--- config.mk ---
export PLATFORM = sky130hd
export DESIGN_NAME = mult_param_fast
export DESIGN_NICKNAME = d
export VERILOG_FILES = /design/src/rtl/mult_pkg.sv /design/src/rtl/mult_skip_sched.sv /design/src/rtl/mult_param_fast.sv
export SDC_FILE = /design/constraint.sdc
export NUM_CORES = 1
export LEC_CHECK = 0
export BUFFER_PORTS_ARGS = -buffer_cell sky130_fd_sc_hd__buf_2
export CORE_MARGIN = 3
export CORE_UTILIZATION = 40
export CTS_CLUSTER_SIZE = 10
export DETAILED_ROUTE_END_ITERATION = 16
export PLACE_DENSITY = 0.57
export SYNTH_ARGS = -nofsm -noshare
export SYNTH_HDL_FRONTEND = slang
export SYNTH_SLANG_ARGS = --single-unit
--- constraint.sdc ---
create_clock -name clk -period 12 [get_ports clk]
set_input_delay 2.4 -clock clk [delete_from_list [all_inputs] [get_ports clk]]
set_output_delay 2.4 -clock clk [all_outputs]
set_load 0.02 [all_outputs]
--- src/rtl/mult_pkg.sv ---
// Shared types and helpers for the chunked skip-zero multiplier.
package mult_pkg;

  typedef enum logic [1:0] {
    IDLE = 2'd0,
    CALC = 2'd1,
    DONE = 2'd2
  } state_t;

  function automatic int chunk_count(input int w, input int ch);
    return w / ch;
  endfunction

  function automatic int idx_width(input int n);
    return (n > 1) ? $clog2(n) : 1;
  endfunction

  // Bit position of the partial product a_chunk[i]*b_chunk[j].
  function automatic int pair_shift(input int i, input int j, input int a_ch, input int b_ch);
    return i * a_ch + j * b_ch;
  endfunction

endpackage

--- src/rtl/mult_skip_sched.sv ---
// Walks the nonzero (i,j) chunk pairs, B outer and A inner, skipping zero chunks.
module mult_skip_sched
  import mult_pkg::*;
#(
  parameter int NA = 4,
  parameter int NB = 2,
  parameter int IW = 2,
  parameter int JW = 1
) (
  input  logic          clk,
  input  logic          reset,
  input  logic          load,
  input  logic          step,
  input  logic [NA-1:0] za_load,
  input  logic [NB-1:0] zb_load,
  input  logic [NA-1:0] za,
  input  logic [NB-1:0] zb,
  output logic [IW-1:0] i_idx,
  output logic [JW-1:0] j_idx,
  output logic          last
);

  function automatic logic [IW-1:0] low_a(input logic [NA-1:0] m, input int lo);
    logic [IW-1:0] r;
    r = '0;
    for (int k = NA - 1; k >= 0; k--) begin
      if (m[k] && k >= lo) r = IW'(k);
    end
    return r;
  endfunction

  function automatic logic any_a(input logic [NA-1:0] m, input int lo);
    logic r;
    r = 1'b0;
    for (int k = 0; k < NA; k++) begin
      if (m[k] && k >= lo) r = 1'b1;
    end
    return r;
  endfunction

  function automatic logic [JW-1:0] low_b(input logic [NB-1:0] m, input int lo);
    logic [JW-1:0] r;
    r = '0;
    for (int k = NB - 1; k >= 0; k--) begin
      if (m[k] && k >= lo) r = JW'(k);
    end
    return r;
  endfunction

  function automatic logic any_b(input logic [NB-1:0] m, input int lo);
    logic r;
    r = 1'b0;
    for (int k = 0; k < NB; k++) begin
      if (m[k] && k >= lo) r = 1'b1;
    end
    return r;
  endfunction

  logic [IW-1:0] i_q;
  logic [JW-1:0] j_q;
  logic [IW-1:0] i_first, i_next;
  logic [JW-1:0] j_next;
  logic          i_more, j_more;

  always_comb begin
    i_first = low_a(za, 0);
    i_next  = low_a(za, int'(i_q) + 1);
    i_more  = any_a(za, int'(i_q) + 1);
    j_next  = low_b(zb, int'(j_q) + 1);
    j_more  = any_b(zb, int'(j_q) + 1);
  end

  always_ff @(posedge clk or negedge reset) begin
    if (!reset) begin
      i_q <= '0;
      j_q <= '0;
    end else if (load) begin
      i_q <= low_a(za_load, 0);
      j_q <= low_b(zb_load, 0);
    end else if (step) begin
      if (i_more) begin
        i_q <= i_next;
      end else begin
        // Inner A sweep exhausted: wrap to the first nonzero A chunk, move to next B chunk.
        i_q <= i_first;
        j_q <= j_next;
      end
    end
  end

  assign i_idx = i_q;
  assign j_idx = j_q;
  assign last  = !i_more && !j_more;

endmodule

--- src/rtl/mult_param_fast.sv ---
// Chunked unsigned multiplier: one nonzero partial product per cycle, zero chunks skipped.
module mult_param_fast
  import mult_pkg::*;
#(
  parameter int A_W  = 32,
  parameter int B_W  = 32,
  parameter int A_CH = 8,
  parameter int B_CH = 16
) (
  input  logic               clk,
  input  logic               reset,
  input  logic               start,
  input  logic [A_W-1:0]     a,
  input  logic [B_W-1:0]     b,
  output logic               busy,
  output logic               done,
  output logic [A_W+B_W-1:0] product
);

  localparam int NA  = chunk_count(A_W, A_CH);
  localparam int NB  = chunk_count(B_W, B_CH);
  localparam int IW  = idx_width(NA);
  localparam int JW  = idx_width(NB);
  localparam int PW  = A_W + B_W;
  localparam int PPW = A_CH + B_CH;

  state_t state, state_n;
  logic   load, step, last;

  logic [A_W-1:0] a_q;
  logic [B_W-1:0] b_q;
  logic [NA-1:0]  za_in, za_q;
  logic [NB-1:0]  zb_in, zb_q;
  logic [IW-1:0]  i_idx;
  logic [JW-1:0]  j_idx;

  logic [A_CH-1:0] a_chunk [NA];
  logic [B_CH-1:0] b_chunk [NB];
  logic [PPW-1:0]  pp;
  logic [PW-1:0]   pp_sh;

  for (genvar g = 0; g < NA; g++) begin : g_a
    assign za_in[g]   = |a[g*A_CH +: A_CH];
    assign a_chunk[g] = a_q[g*A_CH +: A_CH];
  end

  for (genvar g = 0; g < NB; g++) begin : g_b
    assign zb_in[g]   = |b[g*B_CH +: B_CH];
    assign b_chunk[g] = b_q[g*B_CH +: B_CH];
  end

  mult_skip_sched #(
    .NA(NA),
    .NB(NB),
    .IW(IW),
    .JW(JW)
  ) u_sched (
    .clk     (clk),
    .reset   (reset),
    .load    (load),
    .step    (step),
    .za_load (za_in),
    .zb_load (zb_in),
    .za      (za_q),
    .zb      (zb_q),
    .i_idx   (i_idx),
    .j_idx   (j_idx),
    .last    (last)
  );

  always_comb begin
    pp    = PPW'(a_chunk[i_idx]) * PPW'(b_chunk[j_idx]);
    pp_sh = PW'(pp) << pair_shift(int'(i_idx), int'(j_idx), A_CH, B_CH);
  end

  always_comb begin
    state_n = state;
    load    = 1'b0;
    step    = 1'b0;
    case (state)
      IDLE: begin
        if (start) begin
          load    = 1'b1;
          state_n = (|za_in && |zb_in) ? CALC : DONE;
        end
      end
      CALC: begin
        step = 1'b1;
        if (last) state_n = DONE;
      end
      DONE:    state_n = IDLE;
      default: state_n = IDLE;
    endcase
  end

  always_ff @(posedge clk or negedge reset) begin
    if (!reset) begin
      state <= IDLE;
    end else begin
      state <= state_n;
    end
  end

  always_ff @(posedge clk or negedge reset) begin
    if (!reset) begin
      a_q     <= '0;
      b_q     <= '0;
      za_q    <= '0;
      zb_q    <= '0;
      product <= '0;
    end else if (load) begin
      a_q     <= a;
      b_q     <= b;
      za_q    <= za_in;
      zb_q    <= zb_in;
      product <= '0;
    end else if (step) begin
      product <= product + pp_sh;
    end
  end

  assign busy = (state == CALC);
  assign done = (state == DONE);

endmodule

* Yosys cells after proc, flatten, opt, wreduce, memory -nomap -nowiden
Index checks and enable logic that the tools add are counted.
Widths: inputs -> output; s select.
** Cells by class
- $add $sub $neg :: 4
- Multiply operators :: 1
- Order comparisons :: 8
- Eq/ne operators :: 5
- Shifts and indexed selects :: 1
- Multiplexer cells :: 43
- Bitwise gates (word level) :: 2
- Reductions and logical operators :: 22
** Operators by type and width (count)
- $mux 64 :: 2
- $add 64x64->64 :: 1
- $ge 1x32->1 const A :: 2
- $ge 2x32->1 const A :: 2
- $ge 3x32->1 const A :: 2
- $reduce_or 32->1 :: 2
- $shl 24x6->64 :: 1
- $mux 16 :: 3
- $mux 2 :: 18
- $reduce_or 16->1 :: 2
- $reduce_or 8->1 :: 4
- $mul 8x16->24 :: 1
- $bmux 8 s2 :: 1
- $mux 1 :: 16
- $mux 8 :: 2
- $logic_and 1x1->1 :: 8
- $add 5x5->6 :: 1
- $ne 2x2->1 const B :: 2
- $pmux 2 s2 :: 1
- $reduce_and 2->1 :: 2
- $add 2x1->3 const B :: 1
- $ge 3x3->1 const B :: 1
- $not 2->3 :: 1
- $add 1x1->2 const B :: 1
- 8 further kinds :: 9
** Word-level totals
- Register bits :: 139
- Input port bits :: 67
- Logic and storage cells :: 94

* Logic depth before layout (Yosys ltp)
- Depth after elaboration :: 11
- Mapped depth :: 39
- Depth with buffers taken out :: 36

* Modules after synthesis
From an unflattened synthesis, not the netlist that was laid out.
** Unflattened totals
- Cells, all modules :: 1667
- Area, all modules :: 14357.5 um2
** Modules (own cells, without submodules)
- mult_param_fast :: times used 1, cells each 1632, area an instance 14084.8 um2
- mult_skip_sched :: times used 1, cells each 35, area an instance 272.8 um2

* Worst setup path after synthesis
OpenSTA, ideal clock, no wires.
- Path kind :: register to register
- Start :: reg u_sched.i_q[0], in the netlist u_sched.i_idx[0]
- End :: reg product[63]
- Library setup time :: 0.133 ns
- Data arrival time :: 8.628 ns
- Setup slack :: 3.239 ns
- Cell stages (with the launch flop) :: 37
- Path buffers :: 4
- Clock period less this slack :: 8.761 ns
- Path through :: dfrtp_1 clkbuf_1 clkbuf_1 mux2_2 o21ai_1 clkbuf_1 nor2_1 fa_1 fa_1 fa_1 inv_1 fa_1 inv_1 ha_1 a211o_1 o311a_1 o31a_1 o41ai_4 o21ai_1 a21oi_1 xnor2_1 mux2i_1 o22ai_1 and2_1 ha_1 clkbuf_1 nand4_1 nor2_1 a2bb2oi_1 o211ai_1 a41oi_2 o221ai_2 a31oi_4 o21ai_2 a311oi_4 mux2i_1 o211ai_1
** On the way
- Word-level cells in the longest chain between the ends :: 9
** RTL lines
- start: declaration :: line mult_skip_sched.sv:59 : logic [IW-1:0] i_q;
- start signal: assignment :: line mult_skip_sched.sv:78 : i_q <= low_a(za_load, 0);
- start signal: assignment :: line mult_skip_sched.sv:82 : i_q <= i_next;
- start signal: assignment :: line mult_skip_sched.sv:85 : i_q <= i_first;
- $not 2->3 (not written as such) :: line mult_param_fast.sv:72 : pp = PPW'(a_chunk[i_idx]) * PPW'(b_chunk[j_idx]);
- $bmux 8 s2 :: line mult_param_fast.sv:72
- $mux 8 (not written as such) (2 in series) :: line mult_param_fast.sv:72
- $mul 8x16->24 :: line mult_param_fast.sv:72
- $shl 24x6->64 (*) :: line mult_param_fast.sv:73 : pp_sh = PW'(pp) << pair_shift(int'(i_idx), int'(j_idx), A_CH, B_CH);
- $add 64x64->64 (*) :: line mult_param_fast.sv:118 : product <= product + pp_sh;
- $mux 64 (*) :: line mult_param_fast.sv:117 : end else if (step) begin
- $mux 64 (*) :: line mult_param_fast.sv:111 : end else if (load) begin
- end signal: assignment :: line mult_param_fast.sv:118
- end: declaration :: line mult_param_fast.sv:17 : output logic [A_W+B_W-1:0] product
Every way passes the cells marked *; elsewhere a longest branch is shown, timed or not. The select of a mux whose other input is x is not followed.
A chain may end at the register's enable or synchronous reset.

* Worst setup path after layout
- Start :: reg u_sched.i_q[0], in the netlist u_sched.i_idx[0]
- End :: reg product[56]
The elaborated chain is that of the path after synthesis.

==> metrics <==
status complete, no violations; Max Root-Sink Buffers 2; XOR/XNOR share of the synthesized area 0.0472; CTS Sinks ~140; drt first pass iters 6; minimum clock period around 10 ns; drt initial violations 973; P&R area growth vs syn 11.4%; HPWL after detailed placement 34.5 mm; hold_sp b_q[7]; post-synthesis cell type count slightly below 80; Total GRT Usage 0.232; ys async rst share 1.00; core area between 0.03 and 0.04 mm^2; Remaining Overflow, GRT 0; hold path depth 2; yosys warns 0; Top Ports about 130; max cap viols 0; flop-to-flop setup slack ~1.8 ns; final hold vios 0; cell family with most CP delay compound AO/OA/AOI/OAI gates; Via density between 5 and 6; final setup fails 0; Vias about 13,000; area of the multi-input gates roughly 0.010 mm^2; flops & latches, synth approximately 140; crit-path max cell delay approximately 1.1 ns; Synth Flop Type dfrtp_1; Hold Crit Class reg -> reg; largest family of logic cells by synthesized area adder cells; Post-CTS Setup Bufs 0; PortBufs 132; Mapped Nets about 2,000; syn avg cell area between 8 and 9 um^2; Post-Syn Area roughly 0.014 mm^2; Num CTS Buffers 17; register area roughly 0.0035 mm^2; Setup Crit Path Kind reg -> reg; post-synthesis compound-gate area fraction 0.202; commonest non-fill, non-tap cell in the layout nand2_1; share of cells above drive strength 1 0.124; final period utilization 0.848; max_slew headroom 0.302; Initial Util 0.410; Worst R2R Start u_sched.i_idx[0]; EDFF count, synth 0; DIE HEIGHT approximately 200 um; initial antenna violation count 1; CTS tree built; Post-Synth Adder-Cell Area 0.214; share of the synthesized area in the top cell type 0.242; number of cells produced by synthesis 1,784; DRC Markers 0; Seq/Total Area, Yosys 0.242; commonest cells after routing, fill and taps aside nand2_1, nor2_1, dfrtp_1, buf_2, inv_1; Fill cells ~3,500; worst path required time 12.31 ns; Worst Max-Slew Pin Slew ~1.0 ns; Critical Path Source Type flop; setup tns final 0 ns; H-tree depth 4; post-CTS sizing 0; final wirelength approximately 44 mm; fin. max-slew vios 0; Final ANT Viol Nets 0; die width a little under 200 um; critical path capture point type flop; largest cells by area after synthesis dfrtp_1, fa_1, ha_1; WL per Instance approximately 19 um; first-pass GRT wire length between 70 and 80 mm; Simple-Gate Fraction of Synth Area 0.208; fin nets between 2,000 and 2,500; Clock Root Buffer clkbuf_16; largest net degree at the start of global routing between 70 and 80; Hold Buf Count CTS 0; WP buf/inv 4; CP Max Fanout 52; vias in the first global route 12,900; cell count of the worst reg-to-reg path 35; Crit Reg-Reg Endpoint product[56]; Reg clk slew, reported paths approximately 0.060 ns; Max Fclk between 90 and 100 MHz; worst-case hold path end point b_q[7]; largest area contributor in the netlist dfrtp_1; CP arrival around 10 ns; RD Place Congestion 0.933; row count 68; Final Skew 0.0130 ns; Die ar. 0.0380 mm^2; Skew-Pair Late Insertion Delay around 0.46 ns; Critical-path top delay cell dfrtp_2; mux contribution to synthesized area 0.0289; RSZ-0062 raised after global routing no
logic make-up after synthesis:
logic type	after synthesis
xor+xnor	77
simple gates	686
compound gates	435
buf+inv	215
flops	138
fa+ha+maj	193
mux	40
tightest hold or removal path, cell delays in order (launching register included):
cell     delay (ns)
dfrtp_1        0.34
nand2_1        0.05
nand2_1        0.06
metal layers:
metal | GRT usage | vias up | share of wire
met5 | 0 | - | 0
met4 | 0.0676 | 0 | 0.021
met3 | 0.0416 | 65 | 0.052
met2 | 0.354 | 347 | 0.45
met1 | 0.339 | 6346 | 0.48
li1 | - | 6278 | -
sequential cells by signal, indices dropped and copies added (netlist names):
name,count
state,2
u_sched.j_idx,1
b_q,32
zb_q,1
u_sched.i_idx,2
za_q,4
a_q,32
product,64
metrics by stage:
| step | area [um^2] | util | instances | worst slack (ns) | hold WS (ns) |
|---|---|---|---|---|---|
| floorplan | 14300 | - | 1784 | 3.24 | 0.438 |
| global placement | 15300 | 0.439 | 2299 | 2.16 | 0.459 |
| detailed placement | 15300 | 0.439 | 2299 | 2.07 | 0.463 |
| CTS | 15900 | 0.456 | 2331 | 2.05 | 0.478 |
| global route | 15900 | 0.456 | 2331 | 1.42 | 0.490 |
| finish | 15900 | 0.457 | 2332 | 1.82 | 0.476 |
cell type report:
type / instances / share of cell area
Multi-Input combinational cell: 1431 / 0.629
Clock inverter: 12 / 0.0102
Sequential cell: 138 / 0.217
Timing Repair Buffer: 146 / 0.0485
Antenna cell: 1 / 0.000157
Clock buffer: 20 / 0.0287
Inverter: 129 / 0.0304
Tap cell: 455 / 0.0357
how the worst max path moves through the flow:
stage | to | depth (start not counted) | from
after floorplan | product[63] | 36 | u_sched.i_idx[0]
after global placement | product[56] | 35 | u_sched.i_idx[0]
after detailed placement | product[62] | 32 | u_sched.i_idx[0]
after CTS | product[56] | 35 | u_sched.i_idx[0]
after global routing | product[56] | 35 | u_sched.i_idx[0]
final | product[56] | 35 | u_sched.i_idx[0]
synthesized netlist by cell type (35+ instances only):
cell,n
fa_1,85
clkbuf_1,75
xor2_1,35
xnor2_1,42
dfrtp_1,138
ha_1,108
inv_1,127
a21oi_1,96
nand2_1,335
o21ai_0,103
nor2_1,193
a21o_1,67
Power is left out: the tool's default activity adds up to more than one toggle a clock period on the data nets, which glitch-free logic cannot reach.
